**src/rtl/multicycle_control_unit_pkg.sv**
```systemverilog
`default_nettype none
// ============================================================================
// Module      : multicycle_control_unit_pkg
// Description : Shared encodings for the multicycle MIPS control unit and its
//               integer datapath: sequencer states, instruction classes,
//               opcode/funct values, ALU function codes and selector values.
// Revision    : 1.0 - initial release
// ============================================================================
package multicycle_control_unit_pkg;

  // Sequencer states
  typedef enum logic [4:0] {
    ST_RESET  = 5'd0,
    ST_FETCH  = 5'd1,
    ST_DECODE = 5'd2,
    ST_EX_R   = 5'd3,
    ST_EX_I   = 5'd4,
    ST_WB_ALU = 5'd5,
    ST_ADDR   = 5'd6,
    ST_MEM_RD = 5'd7,
    ST_WB_MEM = 5'd8,
    ST_MEM_WR = 5'd9,
    ST_BRANCH = 5'd10,
    ST_JUMP   = 5'd11,
    ST_JAL    = 5'd12,
    ST_JR     = 5'd13,
    ST_MULDIV = 5'd14,
    ST_MF     = 5'd15,
    ST_HALT   = 5'd16
  } state_t;

  // Instruction classes produced by the decoder
  typedef enum logic [3:0] {
    CLS_ALU_R   = 4'd0,
    CLS_ALU_I   = 4'd1,
    CLS_LOAD    = 4'd2,
    CLS_STORE   = 4'd3,
    CLS_BRANCH  = 4'd4,
    CLS_JUMP    = 4'd5,
    CLS_JAL     = 4'd6,
    CLS_JR      = 4'd7,
    CLS_MULDIV  = 4'd8,
    CLS_MF      = 4'd9,
    CLS_BREAK   = 4'd10,
    CLS_ILLEGAL = 4'd11
  } instr_class_t;

  // Primary opcodes
  localparam logic [5:0] c_OP_RTYPE = 6'h00;
  localparam logic [5:0] c_OP_J     = 6'h02;
  localparam logic [5:0] c_OP_JAL   = 6'h03;
  localparam logic [5:0] c_OP_BEQ   = 6'h04;
  localparam logic [5:0] c_OP_BNE   = 6'h05;
  localparam logic [5:0] c_OP_ADDI  = 6'h08;
  localparam logic [5:0] c_OP_SLTI  = 6'h0A;
  localparam logic [5:0] c_OP_ANDI  = 6'h0C;
  localparam logic [5:0] c_OP_ORI   = 6'h0D;
  localparam logic [5:0] c_OP_LUI   = 6'h0F;
  localparam logic [5:0] c_OP_LW    = 6'h23;
  localparam logic [5:0] c_OP_SW    = 6'h2B;

  // R-type funct values
  localparam logic [5:0] c_FN_JR    = 6'h08;
  localparam logic [5:0] c_FN_BREAK = 6'h0D;
  localparam logic [5:0] c_FN_MFHI  = 6'h10;
  localparam logic [5:0] c_FN_MFLO  = 6'h12;
  localparam logic [5:0] c_FN_MULT  = 6'h18;
  localparam logic [5:0] c_FN_DIV   = 6'h1A;
  localparam logic [5:0] c_FN_ADD   = 6'h20;
  localparam logic [5:0] c_FN_ADDU  = 6'h21;
  localparam logic [5:0] c_FN_SUB   = 6'h22;
  localparam logic [5:0] c_FN_SUBU  = 6'h23;
  localparam logic [5:0] c_FN_AND   = 6'h24;
  localparam logic [5:0] c_FN_OR    = 6'h25;
  localparam logic [5:0] c_FN_SLT   = 6'h2A;

  // ALU function codes
  localparam logic [4:0] c_FS_PASS = 5'h00;
  localparam logic [4:0] c_FS_ADD  = 5'h02;
  localparam logic [4:0] c_FS_SUB  = 5'h03;
  localparam logic [4:0] c_FS_SLT  = 5'h06;
  localparam logic [4:0] c_FS_AND  = 5'h08;
  localparam logic [4:0] c_FS_OR   = 5'h09;
  localparam logic [4:0] c_FS_LUI  = 5'h0E;
  localparam logic [4:0] c_FS_MUL  = 5'h1E;
  localparam logic [4:0] c_FS_DIV  = 5'h1F;

  // PC source select
  localparam logic [1:0] c_PC_SEL_ALU  = 2'd0;
  localparam logic [1:0] c_PC_SEL_JUMP = 2'd1;
  localparam logic [1:0] c_PC_SEL_RS   = 2'd2;
  localparam logic [1:0] c_PC_SEL_VEC  = 2'd3;

  // Register-file destination select
  localparam logic [1:0] c_D_SEL_RD  = 2'd0;
  localparam logic [1:0] c_D_SEL_RT  = 2'd1;
  localparam logic [1:0] c_D_SEL_R31 = 2'd2;

  // Write-back source select
  localparam logic [2:0] c_Y_SEL_HI  = 3'd0;
  localparam logic [2:0] c_Y_SEL_LO  = 3'd1;
  localparam logic [2:0] c_Y_SEL_ALU = 3'd2;
  localparam logic [2:0] c_Y_SEL_DIN = 3'd3;
  localparam logic [2:0] c_Y_SEL_PC  = 3'd4;

  // Operand source selects
  localparam logic [1:0] c_T_SEL_RT  = 2'd0;
  localparam logic [1:0] c_T_SEL_IMM = 2'd1;
  localparam logic       c_S_SEL_RS  = 1'b0;

endpackage

`default_nettype wire

```
**src/rtl/multicycle_control_unit_decode.sv**
```systemverilog
`default_nettype none
// ============================================================================
// Module      : mcu_decode
// Description : Combinational instruction decoder. Maps the opcode and funct
//               fields to an instruction class and the ALU function code used
//               by the execute / address / branch / multiply states.
// Revision    : 1.0 - initial release
// ============================================================================
module mcu_decode
  import multicycle_control_unit_pkg::*;
(
  input  logic [5:0]   i_opcode,
  input  logic [5:0]   i_funct,
  output instr_class_t o_cls,
  output logic [4:0]   o_fs
);

  // Classify the instruction; anything not listed falls through as illegal
  always_comb begin
    o_cls = CLS_ILLEGAL;
    o_fs  = c_FS_PASS;
    case (i_opcode)
      c_OP_RTYPE: begin
        case (i_funct)
          c_FN_ADD, c_FN_ADDU: begin o_cls = CLS_ALU_R;  o_fs = c_FS_ADD; end
          c_FN_SUB, c_FN_SUBU: begin o_cls = CLS_ALU_R;  o_fs = c_FS_SUB; end
          c_FN_AND:            begin o_cls = CLS_ALU_R;  o_fs = c_FS_AND; end
          c_FN_OR:             begin o_cls = CLS_ALU_R;  o_fs = c_FS_OR;  end
          c_FN_SLT:            begin o_cls = CLS_ALU_R;  o_fs = c_FS_SLT; end
          c_FN_JR:             o_cls = CLS_JR;
          c_FN_MULT:           begin o_cls = CLS_MULDIV; o_fs = c_FS_MUL; end
          c_FN_DIV:            begin o_cls = CLS_MULDIV; o_fs = c_FS_DIV; end
          c_FN_MFHI, c_FN_MFLO: o_cls = CLS_MF;
          c_FN_BREAK:          o_cls = CLS_BREAK;
          default:             o_cls = CLS_ILLEGAL;
        endcase
      end
      c_OP_ADDI:         begin o_cls = CLS_ALU_I;  o_fs = c_FS_ADD; end
      c_OP_SLTI:         begin o_cls = CLS_ALU_I;  o_fs = c_FS_SLT; end
      c_OP_ANDI:         begin o_cls = CLS_ALU_I;  o_fs = c_FS_AND; end
      c_OP_ORI:          begin o_cls = CLS_ALU_I;  o_fs = c_FS_OR;  end
      c_OP_LUI:          begin o_cls = CLS_ALU_I;  o_fs = c_FS_LUI; end
      c_OP_LW:           begin o_cls = CLS_LOAD;   o_fs = c_FS_ADD; end
      c_OP_SW:           begin o_cls = CLS_STORE;  o_fs = c_FS_ADD; end
      c_OP_BEQ, c_OP_BNE: begin o_cls = CLS_BRANCH; o_fs = c_FS_SUB; end
      c_OP_J:            o_cls = CLS_JUMP;
      c_OP_JAL:          o_cls = CLS_JAL;
      default:           o_cls = CLS_ILLEGAL;
    endcase
  end

endmodule

`default_nettype wire

```
**src/rtl/multicycle_control_unit.sv**
```systemverilog
`default_nettype none
// ============================================================================
// Module      : multicycle_control_unit
// Description : Sequencer for the multicycle MIPS integer datapath. Steps each
//               instruction through fetch / decode / execute / memory /
//               write-back and issues the per-state datapath and memory
//               controls. Memory states stall on mem_rdy.
// Revision    : 1.0 - initial release
// ============================================================================
module multicycle_control_unit
  import multicycle_control_unit_pkg::*;
#(
  parameter logic [31:0] RESET_VEC = 32'h0
) (
  input  logic        clk,
  input  logic        reset,
  input  logic [31:0] IR,
  input  logic        Z,
  input  logic        mem_rdy,
  output logic        pc_ld,
  output logic        pc_inc,
  output logic [1:0]  pc_sel,
  output logic        ir_ld,
  output logic        im_cs,
  output logic        im_rd,
  output logic        dm_cs,
  output logic        dm_rd,
  output logic        dm_wr,
  output logic        D_En,
  output logic [1:0]  D_sel,
  output logic [1:0]  T_Sel,
  output logic        S_Sel,
  output logic [2:0]  Y_Sel,
  output logic [4:0]  FS,
  output logic        HILO_ld,
  output logic        FLAG_ld,
  output logic        halt,
  output logic        illegal
);

  state_t       r_state;
  instr_class_t w_cls;
  logic [4:0]   w_fs;
  logic         w_taken;
  logic         w_unused_bits;

  mcu_decode u_decode (
    .i_opcode (IR[31:26]),
    .i_funct  (IR[5:0]),
    .o_cls    (w_cls),
    .o_fs     (w_fs)
  );

  // The vector value itself lives in the datapath; this unit only selects it
  // via pc_sel, and the register / immediate fields are routed there directly.
  assign w_unused_bits = ^{IR[25:6], RESET_VEC};

  // Branch decision: beq on zero, bne on non-zero
  assign w_taken = ((IR[31:26] == c_OP_BEQ) &&  Z) ||
                   ((IR[31:26] == c_OP_BNE) && !Z);

  // State register: reset parks in RESET, memory states hold until mem_rdy
  always_ff @(posedge clk or negedge reset) begin
    if (!reset) begin
      r_state <= ST_RESET;
    end else begin
      case (r_state)
        ST_RESET:  r_state <= ST_FETCH;
        ST_FETCH:  if (mem_rdy) r_state <= ST_DECODE;
        ST_DECODE: begin
          case (w_cls)
            CLS_ALU_R:  r_state <= ST_EX_R;
            CLS_ALU_I:  r_state <= ST_EX_I;
            CLS_LOAD,
            CLS_STORE:  r_state <= ST_ADDR;
            CLS_BRANCH: r_state <= ST_BRANCH;
            CLS_JUMP:   r_state <= ST_JUMP;
            CLS_JAL:    r_state <= ST_JAL;
            CLS_JR:     r_state <= ST_JR;
            CLS_MULDIV: r_state <= ST_MULDIV;
            CLS_MF:     r_state <= ST_MF;
            default:    r_state <= ST_HALT;
          endcase
        end
        ST_EX_R,
        ST_EX_I:   r_state <= ST_WB_ALU;
        ST_ADDR:   r_state <= (w_cls == CLS_LOAD) ? ST_MEM_RD : ST_MEM_WR;
        ST_MEM_RD: if (mem_rdy) r_state <= ST_WB_MEM;
        ST_MEM_WR: if (mem_rdy) r_state <= ST_FETCH;
        ST_HALT:   r_state <= ST_HALT;
        ST_WB_ALU, ST_WB_MEM, ST_BRANCH, ST_JUMP,
        ST_JAL, ST_JR, ST_MULDIV, ST_MF:
                   r_state <= ST_FETCH;
        default:   r_state <= ST_RESET;
      endcase
    end
  end

  // Per-state controls; everything is forced idle while reset is held so an
  // aborted instruction can never write
  always_comb begin
    pc_ld   = 1'b0;
    pc_inc  = 1'b0;
    pc_sel  = c_PC_SEL_ALU;
    ir_ld   = 1'b0;
    im_cs   = 1'b0;
    im_rd   = 1'b0;
    dm_cs   = 1'b0;
    dm_rd   = 1'b0;
    dm_wr   = 1'b0;
    D_En    = 1'b0;
    D_sel   = c_D_SEL_RD;
    T_Sel   = c_T_SEL_RT;
    S_Sel   = c_S_SEL_RS;
    Y_Sel   = c_Y_SEL_HI;
    FS      = c_FS_PASS;
    HILO_ld = 1'b0;
    FLAG_ld = 1'b0;
    halt    = 1'b0;
    illegal = 1'b0;
    if (reset) begin
      case (r_state)
        ST_RESET: begin
          pc_sel = c_PC_SEL_VEC;
          pc_ld  = 1'b1;
        end
        ST_FETCH: begin
          im_cs  = 1'b1;
          im_rd  = 1'b1;
          ir_ld  = mem_rdy;
          pc_inc = mem_rdy;
        end
        ST_DECODE: begin
          T_Sel = c_T_SEL_RT;
          S_Sel = c_S_SEL_RS;
        end
        ST_EX_R: begin
          FS    = w_fs;
          D_sel = c_D_SEL_RD;
        end
        ST_EX_I: begin
          T_Sel = c_T_SEL_IMM;
          FS    = w_fs;
          D_sel = c_D_SEL_RT;
        end
        ST_WB_ALU: begin
          T_Sel = (w_cls == CLS_ALU_I) ? c_T_SEL_IMM : c_T_SEL_RT;
          FS    = w_fs;
          D_sel = (w_cls == CLS_ALU_I) ? c_D_SEL_RT : c_D_SEL_RD;
          Y_Sel = c_Y_SEL_ALU;
          D_En  = 1'b1;
        end
        ST_ADDR: begin
          T_Sel = c_T_SEL_IMM;
          FS    = w_fs;
        end
        ST_MEM_RD: begin
          dm_cs = 1'b1;
          dm_rd = 1'b1;
        end
        ST_WB_MEM: begin
          Y_Sel = c_Y_SEL_DIN;
          D_sel = c_D_SEL_RT;
          D_En  = 1'b1;
        end
        ST_MEM_WR: begin
          dm_cs = 1'b1;
          dm_wr = 1'b1;
        end
        ST_BRANCH: begin
          FS = w_fs;
          if (w_taken) begin
            pc_sel = c_PC_SEL_ALU;
            pc_ld  = 1'b1;
          end
        end
        ST_JUMP: begin
          pc_sel = c_PC_SEL_JUMP;
          pc_ld  = 1'b1;
        end
        ST_JAL: begin
          Y_Sel  = c_Y_SEL_PC;
          D_sel  = c_D_SEL_R31;
          D_En   = 1'b1;
          pc_sel = c_PC_SEL_JUMP;
          pc_ld  = 1'b1;
        end
        ST_JR: begin
          pc_sel = c_PC_SEL_RS;
          pc_ld  = 1'b1;
        end
        ST_MULDIV: begin
          FS      = w_fs;
          HILO_ld = 1'b1;
        end
        ST_MF: begin
          Y_Sel = (IR[5:0] == c_FN_MFHI) ? c_Y_SEL_HI : c_Y_SEL_LO;
          D_sel = c_D_SEL_RD;
          D_En  = 1'b1;
        end
        ST_HALT: begin
          halt    = 1'b1;
          illegal = (w_cls == CLS_ILLEGAL);
        end
        default: ;
      endcase
    end
  end

endmodule

`default_nettype wire

```
**config.mk**
```make
export PLATFORM = sky130hd
export DESIGN_NAME = multicycle_control_unit
export DESIGN_NICKNAME = d
export VERILOG_FILES = /design/src/rtl/multicycle_control_unit_pkg.sv /design/src/rtl/multicycle_control_unit_decode.sv /design/src/rtl/multicycle_control_unit.sv
export SDC_FILE = /design/constraint.sdc
export NUM_CORES = 1
export LEC_CHECK = 0
export ABC_AREA = 1
export BUFFER_PORTS_ARGS = -buffer_cell sky130_fd_sc_hd__buf_2
export CAP_MARGIN = 20
export CORE_UTILIZATION = 27
export DETAILED_ROUTE_END_ITERATION = 7
export PLACE_DENSITY = 0.5
export SLEW_MARGIN = 20
export SYNTH_ARGS = -nofsm -noshare
export SYNTH_HDL_FRONTEND = slang
export SYNTH_SLANG_ARGS = --single-unit
```
**constraint.sdc**
```tcl
create_clock -name clk -period 1.55 [get_ports clk]
set_input_delay 0.0775 -clock clk [delete_from_list [all_inputs] [get_ports clk]]
set_output_delay 0.0775 -clock clk [all_outputs]
set_load 0.02 [all_outputs]
```
==> results.yml, run 1 <==
clock_tree:
  clkLatencyLatePin_ns: 0.22
  cts_buffer_depth: 2
  cts_tree: "done"
  cts.clk_slew.worst_paths_ns: 0.03
  cts.sinks: 5
  htree_num_levels: 1
  numCtsBuffers: 3
  cts_root_buffer: "clkbuf_8"
yosys:
  synth_xor_area_share_pct: 0
  synthTopCellsByCount: "nand2_1, nor2_1, inv_1, nand3_1"
  synthArstFlopShare_pct: 100
  synth_area_leaders: "nand2_1, nor2_1, inv_1, dfrtp_1, nand3_1"
  synth_top_family_by_area: "simple AND/OR/NAND/NOR gates"
  synthAdderAreaFrac_pct: 0
  synth_edf_count: 0
  synthCells: 240
  yosys.area.top_type: "nand2_1"
  yosysMostFrequentCell: "nand2_1"
  yosys.cell_types.count: 31
  yosysSeqAreaShare_pct: 10.0
  synth_warnings: 0
  synth_simple_gate_area_share_pct: 57.8
  synth_compound_area_share_pct: 15.4
  synth.cell_area_um2: 1250
  avgSynthCellArea_um2: 5.21
  synth_flop_cell: "dfrtp_1"
  synth_top_area_share_pct: 16.2
  ys_ff_latch: 5
  synth.area.mux_share_pct: 0
global_routing:
  antenna_found_initial: 0
  overflow: 0
  grt_pass1_wl_um: 6980
  grt_pass1_vias: 1631
  grt_max_degree: 17
  grtUsageTotal_pct: 17.1
detailed_routing:
  ant_nets: 0
  first_pass_iters: 5
  routed_wl_um: 4290
  drc_errors: 0
  wl_per_cell_um: 11.0
  vias: 1786
  viasPerCell: 4.57
  drtIter0Drc: 85
placed_design:
  port_buffers: 40
  pre_cts_slack_ns: -0.132
  place_area_um2: 1850
  post-dp-hpwl_um: 3320
  place.gp.congestion: 0.847
timing:
  finalCritPeriodShare_pct: 115
  fin_skew_ns: 0.00161
  whs_ns: 0.153
  setup_viol: 24
  timing.fmax_ghz: 0.560
  hold_viol_final: 0
  rsz0062_at_grt: "true"
  drv_slew: 0
  setup_ws_ns: -0.235
  fin_crit_ns: 1.79
floorplan:
  rows: 24
  die_h_um: 70.1
  ioPinCount: 64
  initial_core_util_pct: 28.3
  core-area_um2: 4410
  die_area_um2: 4910
  die_w_um: 70.1
setup_path:
  crit_fanout: 4
  critical-path-top-delay-family: "compound AO/OA/AOI/OAI gates"
  setup.worst_path.end_class: "output port"
  crit_start: "r_state[4]"
  crit_slowest_cell: "dfrtp_1"
  cp_cell_sequence: "inv_2, nand2_4, nor2_4, inv_4, nor2_4, a21oi_2, o31a_1, nand2_2, o311ai_4, a31oi_2, buf_4"
  path_common_cell: "nor2_4"
  slowest_delay_ns: 0.37
  cp.arrival_ns: 1.71
  startpoint_type: "flip-flop"
  critPathKind: "reg -> out"
  worst-path-buf-inv: 3
  worstPathRequired_ns: 1.47
  reg2reg_from: "r_state[0]"
power:
  p_clk_share_pct: 9.2
  p_leak_nw: 1.16
  p_sw_mw: 1.24
  peakVddDrop_mv: 0.498
  cellPowerDensity_nw_per_um2: 1150
  p_sw_share_pct: 48.0
  p_seq_share_pct: 10.3
  comb_power_share_pct: 80.5
  p_int_mw: 1.35
  power_mw: 2.59
worst_hold_path:
  min_path_type: "in -> reg"
  holdCritStartpoint: "mem_rdy"
finish:
  largest_register: "r_state"
  finish.utilization_pct: 50.9
  stdcell_area_um2: 2250
  largest_reg_flops: 5
  antennaDiodeCount: 0
  final_nets: 376
  syn_to_final_growth_pct: 79.5
  reg.largest.list: "r_state: 5 flops"
  drive_gt1_share_pct: 52.2
status:
  failed_checks: "negative setup slack"
  status: "complete, but fails checks"
flow_run:
  cap_violations: 0
==> placed cells by master (no fill, tap or decap), drive strengths merged <==
cell and n:
nand4 2, a21oi 11, o21ai 9, a32o 1
clkbuf 4, clkinv 1, o311ai 1, nand3 24
nor3 10, dfrtp 5, dlygate4sd3 1, o31a 1
o31ai 2, nand3b 2, nor2 54, o2111ai 2
buf 98, conb 3, a31oi 4, inv 43
nor4 1, nand2 60
==> power by group through the flow <==
stage	Combinational (mW)	Clock [mW]	Sequential (mW)
floorplan	0.763	0	0.222
global placement	1.43	0	0.224
detailed placement	1.42	0	0.224
CTS	1.78	0.243	0.234
global route	2.24	0.255	0.273
finish	2.09	0.239	0.266
==> kinds of logic (layout without fill, tap and decap cells) <==
group | after synthesis | count (layout)
AO/OA/AOI/OAI | 31 | 31
other | 1 | 3
AND/OR/NAND/NOR | 153 | 153
flip-flops | 5 | 5
buffers and inverters | 50 | 147
==> layer usage <==
layer / vias to the layer above / GRT usage (%) / wire length, um
li1: 960 / - / -
met1: 786 / 23.3 / 2020
met2: 34 / 29.8 / 2120
met3: 6 / 1.59 / 97
met4: 0 / 2.67 / 48
met5: - / 0 / 0
==> metrics by stage <==
| step | setup TNS [ns] | instances |
|---|---|---|
| finish | -3.53 | 391 |
| global route | -5.73 | 391 |
| CTS | -2.48 | 386 |
| detailed placement | -0.660 | 374 |
| global placement | -0.479 | 374 |
| floorplan | -0.124 | 242 |
==> worst register-to-register path, cell delays in order (launching register included) <==
cell and delay (ns):
dfrtp_2 0.43, inv_1 0.08, nor2_1 0.05, inv_2 0.12
buf_4 0.13, nor2_2 0.04, nor3_2 0.17, buf_4 0.15
nand2_1 0.11, nor4_4 0.18, nand3_1 0.10
==> timing repair <==
action | 4_1_cts | 5_1_grt
setup buffers | 7 | 5
hold buffers | 1 | 0
endpoints found under the hold margin | 5 | 0
setup endpoints to repair | 22 | 28
resized for setup | 53 | 31
pin swaps | 6 | 8
==> layout make-up <==
class                      instances  area, um^2
fill                             443        2170
sequential                         5         129
multi-input combinational        187        1130
inverter                          44         168
tap                               52        65.1
clock buffer                       4        45.0
timing repair buffer              99         713
==> final timing paths <==
kind	to	slack (ns)	cells after the start
worst max-delay path	FS[0]	-0.24	11
worst min-delay path	r_state[3]	0.15	4
worst max register to register	r_state[0]	-0.16	10
worst min register to register	r_state[4]	0.72	3
max in group asynchronous	r_state[3]	0.99	2
min in group asynchronous	r_state[1]	0.35	2
Note: power is estimated with default switching activity, not from simulation.
==> run 2, diff against run 1 <==
ABC_AREA = unset   (was 1)
PLACE_DENSITY = 0.49   (was 0.5)
REMOVE_ABC_BUFFERS = 1   (was unset)
==> run 2 against run 1 <==
Largest cell class unchanged. Sequential share of layout area decreased by 1.3 points. Largest power group unchanged. First-iteration DRC count up 32%. Clock power up 2%. Via count up 12%. Design area is 28% higher. Area after synthesis grew 14%. The run still ends with negative setup slack left. Worst hold slack improved by 0.11 ns.
==> results.yml, run 2 <==
yosys:
  yosys.cell_types.count: 64
  yosysSeqAreaShare_pct: 8.80
  synth.cell_area_um2: 1420
  synth_warnings: 0
  ys_ff_latch: 5
  synth_area_leaders: "dfrtp_1, nor2_1, nor2b_1, nor3b_1, a21oi_1"
  yosysMostFrequentCell: "nor2_1"
  synth_edf_count: 0
  synth_top_area_share_pct: 8.80
  avgSynthCellArea_um2: 6.94
  synthCells: 205
  synthArstFlopShare_pct: 100
  yosys.area.top_type: "dfrtp_1"
  synthTopCellsByCount: "nor2_1, nand2_1, nor2b_1, a21oi_1"
  synth_flop_cell: "dfrtp_1"
detailed_routing:
  first_pass_iters: 4
  ant_nets: 0
  drtIter0Drc: 112
  wl_per_cell_um: 14.7
  drc_errors: 0
  viasPerCell: 5.14
  routed_wl_um: 5740
  vias: 2001
timing:
  hold_viol_final: 0
  drv_slew: 0
  timing.fmax_ghz: 0.514
  setup_ws_ns: -0.395
  fin_crit_ns: 1.95
  setup_viol: 22
  finalCritPeriodShare_pct: 125
  tns_ns: -4.26
  rsz0062_at_grt: "true"
  fin_skew_ns: 0.000203
  whs_ns: 0.267
power:
  p_leak_nw: 1.24
  peakVddDrop_mv: 0.590
  cellPowerDensity_nw_per_um2: 995
placed_design:
  place.gp.congestion: 0.893
  post-dp-hpwl_um: 3740
  port_buffers: 40
finish:
  layout_common_cells: "buf_4, buf_6, nor2_1"
  drive_gt1_share_pct: 63.9
  final_common_cell: "buf_4"
  largest_register: "r_state"
  num-fill-cells: 476
  reg.largest.list: "r_state: 5 flops"
  final_nets: 356
  largest_reg_flops: 5
  antennaDiodeCount: 0
  syn_to_final_growth_pct: 102
setup_path:
  critPathKind: "reg -> out"
  rrSetupSlack_ns: -0.02
  cp_cell_sequence: "or3_4, a31oi_4, nor2_4, nand4b_1, buf_4, a21oi_1, buf_2"
  ff2ff_path_depth: 7
  slowest_delay_ns: 0.43
  critical-path-top-delay-family: "simple AND/OR/NAND/NOR gates"
  worstPathRequired_ns: 1.47
  crit_start: "r_state[2]"
  worstSetupPathDepth: 7
  crit_fanout: 4
  crit_slowest_cell: "dfrtp_2"
  worst_r2r_endpoint: "r_state[1]"
  setup.worst_path.end_class: "output port"
  startpoint_type: "flip-flop"
  cp.arrival_ns: 1.87
  worst-path-buf-inv: 2
  reg2reg_from: "r_state[2]"
  worstSetupEndpoint: "FS[2]"
floorplan:
  rows: 26
  die_area_um2: 5560
  ioPinCount: 64
  core-area_um2: 5070
  initial_core_util_pct: 28.0
  die_w_um: 74.6
  die_h_um: 74.6
global_routing:
  antenna_found_initial: 0
  grt_pass1_wl_um: 8480
  overflow: 0
  grt_max_degree: 26
  grtUsageTotal_pct: 19.8
  grt_pass1_vias: 1834
worst_hold_path:
  whs_path_depth: 4
  min_path_type: "in -> reg"
clock_tree:
  cts.sinks: 5
  htree_num_levels: 1
  cts_tree: "done"
  cts.clk_slew.worst_paths_ns: 0.04
  numCtsBuffers: 3
  cts_buffer_depth: 2
  clkLatencyLatePin_ns: 0.22
  cts_root_buffer: "clkbuf_8"
flow_run:
  cap_violations: 0
status:
  status: "complete, but fails checks"
  failed_checks: "negative setup slack"
==> run 2: changes by cell type in the layout (fill, tap and decap cells not counted), moves of 7 or more <==
cell	change
nand3_1	-14
nor2_1	-10
inv_2	-14
nor2_2	-13
nand3_2	-7
nand2_1	-39
buf_4	+8
buf_6	+23
inv_1	-23
nor2b_1	+9
==> run 2: worst register-to-register path: stages (launching register included) <==
cell	delay, ns
dfrtp_2	0.43
buf_6	0.16
buf_4	0.15
nor2b_1	0.14
a211oi_2	0.22
o22ai_2	0.12
a21oi_2	0.14
o21ai_1	0.08
==> run 2: metrics by stage <==
step                cells  cell area [um^2]  power [mW]  utilization (%)  worst slack, ns
floorplan             185              1290        1.04                -           -0.975
global route          389              2870        3.03             56.6           -0.479
global placement      364              2110        1.67             41.6           -0.366
CTS                   382              2560        2.34             50.4           -0.292
finish                389              2870        2.86             56.6           -0.395
detailed placement    364              2110        1.68             41.6           -0.377
==> run 2: area by class of cell <==
cell class,count,area [um^2],area share [%]
inverters,5,18.8,0.653
clock buffers,3,41.3,1.44
clock inverters,1,5.00,0.174
flip-flops and latches,5,129,4.49
multi-input cells,175,1480,51.7
repair buffers,130,1110,38.5
well taps,70,87.6,3.05
==> run 2: worst min-delay path by stage <==
stage                     startpoint          to  slack (ns)
final                        mem_rdy  r_state[3]        0.27
after detailed placement       reset  r_state[4]       0.002
after floorplan                reset  r_state[0]       -0.22
after global routing         mem_rdy  r_state[3]        0.33
after CTS                    mem_rdy  r_state[3]        0.27
after global placement         reset  r_state[4]      0.0004
==> run 2: kinds of logic (layout without fill, tap and decap cells) <==
logic type | after synthesis | in the layout | synth area share [%]
xor gates and xnor gates | 4 | 4 | 2.46
buffers and inverters | 27 | 139 | 10.8
DFF | 5 | 5 | 8.80
muxes | 5 | 5 | 3.61
and+or+nand+nor | 104 | 104 | 43.4
other | 1 | 3 | 0.264
AOI/OAI and AO/OA | 59 | 59 | 30.6
==> run 2: layer usage <==
metal	global-route usage [%]	share of wire (%)	vias up
met2	38.8	54	45
li1	-	-	982
met4	1.47	1.4	0
met1	23.7	42	967
met3	2.03	2.4	7
met5	0	0	-
==> run 2: power breakdown <==
part           switching [mW]  total [mW]  internal, mW
Clock                  0.0701       0.243         0.173
Combinational            1.15        2.36          1.21
Sequential             0.0743       0.256         0.181
Total                    1.29        2.86          1.57
==> run 2: what timing repair did <==
action | CTS | global route
buffers inserted | 14 | 11
hold buffers | 1 | 0
gates cloned | 0 | 1
setup endpoints to repair | 25 | 28
pin swaps | 22 | 21
resized for setup | 73 | 61
hold endpoints to repair | 5 | 0
